File: config.mk
export PLATFORM = sky130hd
export DESIGN_NAME = rst_seq_ctrl
export DESIGN_NICKNAME = d
export VERILOG_FILES = /design/src/rtl/rst_seq_ctrl.sv
export SDC_FILE = /design/constraint.sdc
export NUM_CORES = 1
export LEC_CHECK = 0
export CAP_MARGIN = 25
export CORE_MARGIN = 3
export CORE_UTILIZATION = 25
export DETAILED_ROUTE_END_ITERATION = 12
export PLACE_DENSITY = 0.41
export SYNTH_ARGS = -nofsm -noshare
export SYNTH_HDL_FRONTEND = slang
export SYNTH_SLANG_ARGS = --single-unit
File: constraint.sdc
create_clock -name clk_in -period 2.5 [get_ports clk_in]
set_input_delay 0.75 -clock clk_in [delete_from_list [all_inputs] [get_ports clk_in]]
set_output_delay 0.75 -clock clk_in [all_outputs]
set_load 0.005 [all_outputs]
File: src/rtl/rst_seq_ctrl.sv
// rtl/rst_seq_ctrl.sv - multi-domain reset sequencer; optional sw reset request via RST_SEQ_SW_REQ_EN
//
// Qualifies an asynchronous PLL lock, then releases NUM_DOMAINS active-low
// domain resets one at a time, bit 0 first. Lock loss (or, when
// RST_SEQ_SW_REQ_EN is defined, a software request while running) pulls every
// domain back into reset, holds for STAGE_DELAY cycles, and restarts.

module rst_seq_ctrl #(
  parameter int NUM_DOMAINS = 4,
  parameter int SYNC_STAGES = 2,
  parameter int LOCK_FILTER = 8,
  parameter int STAGE_DELAY = 16
) (
  input  logic                   clk_in,
  input  logic                   reset_in,
  input  logic                   pll_locked_in,
  input  logic                   sw_rst_req,
  output logic [NUM_DOMAINS-1:0] rst_n_out,
  output logic                   seq_done,
  output logic [2:0]             state_out,
  output logic [7:0]             lock_lost_cnt
);

  // Counter widths follow the terminal value each counter must reach.
  localparam int FILT_W = (LOCK_FILTER > 1) ? $clog2(LOCK_FILTER) : 1;
  localparam int STG_W  = (STAGE_DELAY > 1) ? $clog2(STAGE_DELAY) : 1;
  localparam int IDX_W  = (NUM_DOMAINS > 1) ? $clog2(NUM_DOMAINS) : 1;

  localparam logic [FILT_W-1:0] FILT_LAST = FILT_W'(LOCK_FILTER - 1);
  localparam logic [STG_W-1:0]  STG_LAST  = STG_W'(STAGE_DELAY - 1);
  localparam logic [IDX_W-1:0]  IDX_LAST  = IDX_W'(NUM_DOMAINS - 1);

  typedef enum logic [2:0] {
    ST_RESET     = 3'd0,
    ST_WAIT_LOCK = 3'd1,
    ST_RELEASE   = 3'd2,
    ST_RUN       = 3'd3,
    ST_FAULT     = 3'd4
  } state_t;

  logic [SYNC_STAGES-1:0] r_sync;
  state_t                 r_state;
  logic [FILT_W-1:0]      r_filt_cnt;
  // Shared between the RELEASE stage spacing and the FAULT hold; the two
  // states never overlap and both run to STAGE_DELAY-1.
  logic [STG_W-1:0]       r_stage_cnt;
  logic [IDX_W-1:0]       r_idx;
  logic [NUM_DOMAINS-1:0] r_rst_n;
  logic                   r_seq_done;
  logic [7:0]             r_lock_lost_cnt;

  logic                   w_lock;
  logic                   w_sw_req;
  logic                   w_fault_loss;
  logic                   w_fault_sw;
  logic [7:0]             w_lost_cnt_inc;
  logic [NUM_DOMAINS-1:0] w_rel_mask;

  assign w_lock = r_sync[SYNC_STAGES-1];

`ifdef RST_SEQ_SW_REQ_EN
  assign w_sw_req = sw_rst_req;
`else
  // Port kept for pin compatibility; the request has no effect in this build.
  logic w_unused_sw_req;
  assign w_unused_sw_req = sw_rst_req;
  assign w_sw_req        = 1'b0;
`endif

  // Lock loss wins over a simultaneous software request so it is counted.
  assign w_fault_loss = ((r_state == ST_RELEASE) || (r_state == ST_RUN)) && !w_lock;
  assign w_fault_sw   = (r_state == ST_RUN) && w_lock && w_sw_req;

  assign w_lost_cnt_inc = (r_lock_lost_cnt == 8'hFF) ? 8'hFF : (r_lock_lost_cnt + 8'd1);

  // One-hot mask selecting the domain released next.
  always_comb begin
    w_rel_mask = '0;
    for (int i = 0; i < NUM_DOMAINS; i++) begin
      w_rel_mask[i] = (r_idx == IDX_W'(i));
    end
  end

  // Lock synchronizer: bring the asynchronous PLL lock into clk_in.
  always_ff @(posedge clk_in or posedge reset_in) begin
    if (reset_in) begin
      r_sync <= '0;
    end else begin
      r_sync <= {r_sync[SYNC_STAGES-2:0], pll_locked_in};
    end
  end

  // Sequencer FSM with registered domain resets, done flag and fault count.
  always_ff @(posedge clk_in or posedge reset_in) begin
    if (reset_in) begin
      r_state         <= ST_RESET;
      r_filt_cnt      <= '0;
      r_stage_cnt     <= '0;
      r_idx           <= '0;
      r_rst_n         <= '0;
      r_seq_done      <= 1'b0;
      r_lock_lost_cnt <= '0;
    end else if (w_fault_loss || w_fault_sw) begin
      r_state     <= ST_FAULT;
      r_stage_cnt <= '0;
      r_idx       <= '0;
      r_rst_n     <= '0;
      r_seq_done  <= 1'b0;
      if (w_fault_loss) begin
        r_lock_lost_cnt <= w_lost_cnt_inc;
      end
    end else begin
      case (r_state)
        ST_RESET: begin
          r_state    <= ST_WAIT_LOCK;
          r_filt_cnt <= '0;
        end

        ST_WAIT_LOCK: begin
          if (!w_lock) begin
            r_filt_cnt <= '0;
          end else if (r_filt_cnt == FILT_LAST) begin
            r_state     <= ST_RELEASE;
            r_filt_cnt  <= '0;
            r_stage_cnt <= '0;
            r_idx       <= '0;
          end else begin
            r_filt_cnt <= r_filt_cnt + 1'b1;
          end
        end

        ST_RELEASE: begin
          if (r_stage_cnt == STG_LAST) begin
            r_stage_cnt <= '0;
            r_rst_n     <= r_rst_n | w_rel_mask;
            if (r_idx == IDX_LAST) begin
              r_state    <= ST_RUN;
              r_seq_done <= 1'b1;
            end else begin
              r_idx <= r_idx + 1'b1;
            end
          end else begin
            r_stage_cnt <= r_stage_cnt + 1'b1;
          end
        end

        ST_RUN: begin
          r_rst_n    <= '1;
          r_seq_done <= 1'b1;
        end

        ST_FAULT: begin
          // Fixed hold: lock activity is deliberately ignored here.
          if (r_stage_cnt == STG_LAST) begin
            r_state     <= ST_WAIT_LOCK;
            r_stage_cnt <= '0;
            r_filt_cnt  <= '0;
          end else begin
            r_stage_cnt <= r_stage_cnt + 1'b1;
          end
        end

        default: begin
          r_state     <= ST_RESET;
          r_filt_cnt  <= '0;
          r_stage_cnt <= '0;
          r_idx       <= '0;
          r_rst_n     <= '0;
          r_seq_done  <= 1'b0;
        end
      endcase
    end
  end

  assign rst_n_out     = r_rst_n;
  assign seq_done      = r_seq_done;
  assign state_out     = r_state;
  assign lock_lost_cnt = r_lock_lost_cnt;

endmodule

==> results of run 1 <==
==> synthesized netlist by cell type (2+ instances only) <==
library cell | n | share of area [%]
nor2_1 | 3 | 0.83
nor2b_1 | 3 | 1.4
mux2_2 | 2 | 1.7
inv_1 | 7 | 1.9
xnor2_1 | 2 | 1.3
o21ai_1 | 5 | 1.8
mux2i_1 | 2 | 1.5
buf_6 | 2 | 1.7
nand3_1 | 4 | 1.5
nand2_1 | 11 | 3.0
nand2b_1 | 4 | 1.8
buf_2 | 2 | 0.73
a21oi_1 | 10 | 3.7
nor3_1 | 11 | 4.0
and3_1 | 4 | 1.8
dfrtp_1 | 27 | 50
nor3b_1 | 2 | 1.1
a22o_1 | 4 | 2.6
ha_1 | 8 | 7.3
==> final timing paths <==
check | startpoint | end | slack [ns] | cells past startpoint
max | state_out[0] | state_out[0] | 0.23 | 1
min | r_sync[0] | r_sync[1] | 0.36 | 0
max reg2reg | r_filt_cnt[0] | r_stage_cnt[3] | 0.67 | 6
min reg2reg | r_sync[0] | r_sync[1] | 0.36 | 0
max in group asynchronous | reset_in | r_filt_cnt[1] | 1.41 | 3
min in group asynchronous | reset_in | lock_lost_cnt[7] | 0.83 | 3
==> state kept, by name, indices dropped and copies added, names as in the netlist <==
name and count:
seq_done 1, r_idx 2, state_out 3, r_filt_cnt 3, r_sync 2, rst_n_out 4
r_stage_cnt 4, lock_lost_cnt 8
==> power breakdown <==
part | total, uW | switching [uW] | internal [uW]
Combinational | 151 | 53.1 | 97.5
Clock | 244 | 130 | 114
Sequential | 515 | 34.7 | 480
==> layout make-up <==
type | count | area [um2] | area share, %
sequential | 27 | 676 | 40.9
inverter | 8 | 30.0 | 1.82
clock buffer | 4 | 45.0 | 2.73
tap | 70 | 87.6 | 5.30
multi-input combinational | 93 | 626 | 37.9
timing repair buffer | 19 | 188 | 11.4
==> routing by layer <==
metal,up-vias,share of wire (%)
met2,22,47
met5,-,0
li1,506,-
met1,496,48
met3,4,3.7
met4,0,0.91
==> logic make-up (layout without fill, tap and decap cells) <==
group | after synthesis | after routing | synth area share, %
multiplexers | 4 | 4 | 3.12
XOR/XNOR | 3 | 3 | 1.93
AND/OR/NAND/NOR | 50 | 50 | 20.6
adder cells (fa/ha/maj) | 8 | 8 | 7.34
AO/OA/AOI/OAI | 28 | 28 | 12.9
flip-flops | 27 | 27 | 49.5
buffers and inverters | 12 | 31 | 4.59
==> stage by stage <==
step | area [um2] | total power [uW] | util [%]
after floorplan | 1360 | 580 | -
after global placement | 1610 | 675 | 30.9
after detailed placement | 1610 | 678 | 30.9
after CTS | 1650 | 929 | 31.7
after global routing | 1650 | 967 | 31.7
final | 1650 | 910 | 31.7
==> placed cells by master (no fill, tap or decap), types with 2 or more instances in the layout <==
cell             instances
nand2_1                 11
and3_1                   4
inv_1                    7
nor3_1                  11
mux2i_1                  2
nor3b_1                  2
a21oi_1                 10
nand2b_1                 4
nor2b_1                  3
nand3_1                  4
o21ai_1                  5
a22o_1                   4
clkbuf_8                 3
clkdlybuf4s50_1         18
dfrtp_1                 27
xnor2_1                  2
nor2_1                   3
mux2_2                   2
ha_1                     8
==> impl_summary.log, run 1 <==
[metrics] number of top-level pins: 20
[metrics] maximum count of clock buffers along a single path: 2
[metrics] post-DP HPWL: 2.03 mm
[metrics] final hold vios: 0
[metrics] detailed-route wire length per cell: 12.4 um
[metrics] cells traversed along the worst timing path: clkdlybuf4s50_1
[metrics] largest delay contributor family on the critical path: flip-flops
[metrics] crit path setup slack, layout: 0.232 ns
[metrics] routability-driven placement congestion ratio: 0.781
[metrics] post-detailed-route via-to-cell ratio: 4.65
[metrics] count of standard-cell rows: 26
[metrics] transition time at the pin with the least slew margin: 0.589 ns
[metrics] number of synthesis warnings: 0
[metrics] kind of critical path: register to output pin
[metrics] number of register bits inferred by synthesis: 27
[metrics] clock tree from TritonCTS: yes
[metrics] # H-tree levels: 1
[metrics] maximum fanout encountered on the critical timing path: 16
[metrics] largest voltage drop on the vdd net: 0.258 mV
[metrics] via total after detailed routing: 1028
[metrics] drt drc: 0
[metrics] total of hold buffers inserted after clock tree synthesis: 0
[metrics] average cell area after synthesis: 10.3 um2
[metrics] outcome: completed
[metrics] number of max-slew violations in the final report: 0
[metrics] number of global-route vias before repair: 1027
[metrics] RSZ-0062 raised after global routing: no
[metrics] largest net degree at the start of global routing: 28
[metrics] Cell variety after synth: 38
[metrics] Initial Utilization: 26.2%
[metrics] fill count: 553
[metrics] CTS Buf Count: 3
[metrics] Setup TNS: 0 ns
[metrics] maximum frequency from static timing analysis: 0.441 GHz
[metrics] global-route wire length before repair: 4.74 mm
[metrics] number of port buffers: 18
[metrics] die footprint: 6380 um2
[metrics] total clock sinks: 27
[metrics] sum of buffers and inverters on the critical path: 1
[metrics] synthesized area: 1360 um2
[metrics] worst min-delay path class: register to register
[metrics] delay contributed by the slowest stage of the critical path: 0.65 ns
[metrics] worst endpoint required time: 1.75 ns
[metrics] total power per unit cell area: 551 nW/um2
[metrics] sequential area share after synthesis: 49.5%
[metrics] M2 GR Usage: 15.1%
[metrics] total instance count after detailed placement: 217
[metrics] final net count: 164
[metrics] max_slew headroom: 60.6%
[metrics] Max-Cap Viols: 0
[metrics] clock latency reported for the late side of the worst-skew pair: 0.27 ns
[metrics] GR Layer Usage met1: 12.4%
[metrics] crit start category: register
[metrics] global-route congestion overflow total: 0
[metrics] post-layout minimum cycle time: 2.27 ns
[metrics] CTS clock-pin slew for the worst setup and hold paths: 0.09 ns
[metrics] grt peak-use layer: met2
[metrics] worst hold slack: 0.362 ns
[metrics] worst setup timing slack at the placement stage: 0.519 ns
[metrics] global routing usage on met3: 2.14%
[metrics] Synth Net Count: 144
[metrics] aggregate global-route resource usage: 9.39%
[metrics] final wirelength: 2.74 mm
[metrics] antenna cell count: 0
[metrics] count of routing violations after the opening detailed-route iteration: 22
[metrics] Critical Path Sink Type: output pin
[metrics] Synth Instances: 132
[metrics] Setup-failing EPs final: 0
[metrics] clock skew: 0.00139 ns
[metrics] fraction of registers with async set/reset: 100%
[metrics] Post-Layout Cell Count: 221
[metrics] standard cell with the maximum stage delay on the critical path: dfrtp_1
[metrics] number of iterations in the first detailed-routing pass: 4
[metrics] Antenna Violating Nets Remaining: 0
[metrics] share of the clock period used by the worst path: 90.7%
[metrics] fraction of final layout cells sized beyond drive strength 1: 4.64%
[metrics] buffers inserted by post-CTS timing repair: 0
[metrics] Synth Flop Type: dfrtp_1
[metrics] endpoint arrival time on the critical path: 1.52 ns
[metrics] quantity of gates resized following cts: 0
[metrics] buffer type at the clock tree root: clkbuf_8
[metrics] count of flip-flops with a built-in enable after synthesis: 0
[metrics] die width: 79.9 um
[metrics] static power due to leakage: 0.000733 uW
[metrics] number of antenna violations at the first check in global routing: 0
[metrics] placeable core region: 5200 um2
[metrics] area grow syn2layout: 21.1%
[metrics] Die Ht: 79.9 um
No activity file was read; power rests on OpenSTA's default activity.
==> run 2: changes to the inputs <==
CTS_BUF_LIST = sky130_fd_sc_hd__clkbuf_16   (was default)
==> run 2 against run 1 <==
Effect of this change: routed wire length fell by 0.26%; non-clock buffer count did not move; clock skew rose by 0.0014 ns.
==> impl_summary.log, run 2 (synthesis results as in run 1) <==
[metrics] outcome: completed
[metrics] maximum count of clock buffers along a single path: 2 (unchanged)
[metrics] post-detailed-route via-to-cell ratio: 4.62 (-0.58%)
[metrics] clock latency reported for the late side of the worst-skew pair: 0.26 ns (about the same)
[metrics] largest voltage drop on the vdd net: 0.254 mV (-1.6%)
[metrics] number of iterations in the first detailed-routing pass: 4 (unchanged)
[metrics] global-route wire length before repair: 4.74 mm (unchanged)
[metrics] maximum frequency from static timing analysis: 0.445 GHz (+0.84%)
[metrics] routability-driven placement congestion ratio: 0.781 (unchanged)
[metrics] post-DP HPWL: 2.03 mm (unchanged)
[metrics] commonest non-fill, non-tap cell in the layout: dfrtp_1
[metrics] global routing usage on met3: 2.48% (+0.34 points)
[metrics] aggregate global-route resource usage: 9.39% (unchanged)
[metrics] Largest register FFs: 8 (unchanged)
[metrics] fraction of final layout cells sized beyond drive strength 1: 4.64% (unchanged)
[metrics] final wirelength: 2.74 mm (-0.26%)
[metrics] standard cell with the maximum stage delay on the critical path: dfrtp_1
[metrics] share of the clock period used by the worst path: 90.0% (-0.76 points)
[metrics] max_slew headroom: 60.6% (about the same)
[metrics] CTS clock-pin slew for the worst setup and hold paths: 0.06 ns (-0.03 ns)
[metrics] number of top-level pins: 20 (unchanged)
[metrics] clock skew: 0.00276 ns (+0.00137 ns)
[metrics] static power due to leakage: 0.000753 uW (+2.7%)
[metrics] largest net degree at the start of global routing: 28 (unchanged)
[metrics] CTS Buf Count: 3 (unchanged)
[metrics] total power per unit cell area: 607 nW/um2 (+10%)
[metrics] buffer type at the clock tree root: clkbuf_16
[metrics] Max-Cap Viols: 0 (unchanged)
[metrics] design area: 1690 um2 (+2.0%)
[metrics] fill count: 547 (-1.1%)
[metrics] Setup-failing EPs final: 0 (unchanged)
[metrics] antenna cell count: 0 (unchanged)
[metrics] transition time at the pin with the least slew margin: 0.589 ns (+0.00000125 ns)
[metrics] Setup TNS: 0 ns (unchanged)
[metrics] detailed-route wire length per cell: 12.4 um (-0.26%)
[metrics] die width: 79.9 um (unchanged)
[metrics] global-route congestion overflow total: 0 (unchanged)
[metrics] count of routing violations after the opening detailed-route iteration: 22 (unchanged)
[metrics] total clock sinks: 27 (unchanged)
[metrics] quantity of gates resized following cts: 0 (unchanged)
[metrics] worst min-delay path class: register to register
[metrics] drt drc: 0 (unchanged)
[metrics] number of antenna violations at the first check in global routing: 0 (unchanged)
[metrics] RSZ-0062 raised after global routing: no
[metrics] total of hold buffers inserted after clock tree synthesis: 0 (unchanged)
[metrics] placeable core region: 5200 um2 (unchanged)
[metrics] crit start category: register
[metrics] kind of critical path: register to output pin
[metrics] GR Layer Usage met1: 12.4% (-0.070 points)
[metrics] sum of buffers and inverters on the critical path: 1 (unchanged)
[metrics] endpoint arrival time on the critical path: 1.50 ns (-0.02 ns)
[metrics] post-detailed-placement cell area: 1610 um2 (unchanged)
[metrics] worst endpoint required time: 1.75 ns (about the same)
[metrics] clock tree from TritonCTS: yes
[metrics] Initial Utilization: 26.2% (unchanged)
[metrics] die footprint: 6380 um2 (unchanged)
[metrics] via total after detailed routing: 1022 (-0.58%)
[metrics] M2 GR Usage: 15.2% (+0.083 points)
[metrics] Die Ht: 79.9 um (unchanged)
[metrics] Antenna Violating Nets Remaining: 0 (unchanged)
[metrics] cells traversed along the worst timing path: clkdlybuf4s50_1
[metrics] area grow syn2layout: 23.6%
[metrics] number of global-route vias before repair: 1024 (-0.29%)
[metrics] most frequent cells in the layout: dfrtp_1 (27), clkdlybuf4s50_1 (18), nand2_1 (11), nor3_1 (11), a21oi_1 (10)
[metrics] area occupied by registers: 676 um2 (unchanged)
[metrics] largest delay contributor family on the critical path: flip-flops
[metrics] number of port buffers: 18 (unchanged)
[metrics] number of max-slew violations in the final report: 0 (unchanged)
[metrics] count of standard-cell rows: 26 (unchanged)
[metrics] maximum fanout encountered on the critical timing path: 16 (unchanged)
[metrics] delay contributed by the slowest stage of the critical path: 0.65 ns (about the same)
[metrics] final hold vios: 0 (unchanged)
[metrics] grt peak-use layer: met2
[metrics] post-layout minimum cycle time: 2.25 ns (-0.0190 ns)
[metrics] final net count: 164 (unchanged)
[metrics] # H-tree levels: 1 (unchanged)
[metrics] Critical Path Sink Type: output pin
[metrics] Multi-input gate area: 626 um2 (unchanged)
[metrics] buffers inserted by post-CTS timing repair: 0 (unchanged)
-- run 2: power by group --
part           switching [uW]  total, uW  internal (uW)
sequential               34.6        515            481
clock                     142        356            214
combinational            53.2        151           97.5
-- run 2: worst paths after layout --
kind	startpoint	to	slack, ns	cells after the start
setup / recovery	state_out[0]	state_out[0]	0.25	1
hold / removal	r_sync[0]	r_sync[1]	0.36	0
setup reg to reg	r_filt_cnt[0]	r_stage_cnt[3]	0.68	6
hold reg to reg	r_sync[0]	r_sync[1]	0.36	0
max in group asynchronous	reset_in	r_idx[0]	1.40	3
min in group asynchronous	reset_in	lock_lost_cnt[7]	0.85	3
-- run 2: per-layer routing --
metal,vias up,part of all wire [%]
met4,0,0.91
li1,508,-
met3,4,3.2
met5,-,0
met1,493,49
met2,17,47
-- run 2: through the flow --
stage | cells | util [%] | hold WS [ns] | setup WS [ns] | power (uW)
4_1_cts | 221 | 32.4 | 0.360 | 0.225 | 1040
3_5_place_dp | 217 | 30.9 | 0.344 | 0.519 | 678
2_1_floorplan | 132 | - | 0.331 | 0.983 | 580
5_1_grt | 221 | 32.4 | 0.362 | 0.142 | 1080
6_report | 221 | 32.4 | 0.356 | 0.251 | 1020
3_3_place_gp | 217 | 30.9 | 0.338 | 0.526 | 675
-- run 2: layout make-up --
class / instances / share of cell area [%]
sequential: 27 / 40.1
multi-input combinational: 93 / 37.1
timing repair buffer: 19 / 11.1
tap: 70 / 5.20
clock buffer: 3 / 4.45
inverter: 8 / 1.78
clock inverter: 1 / 0.223
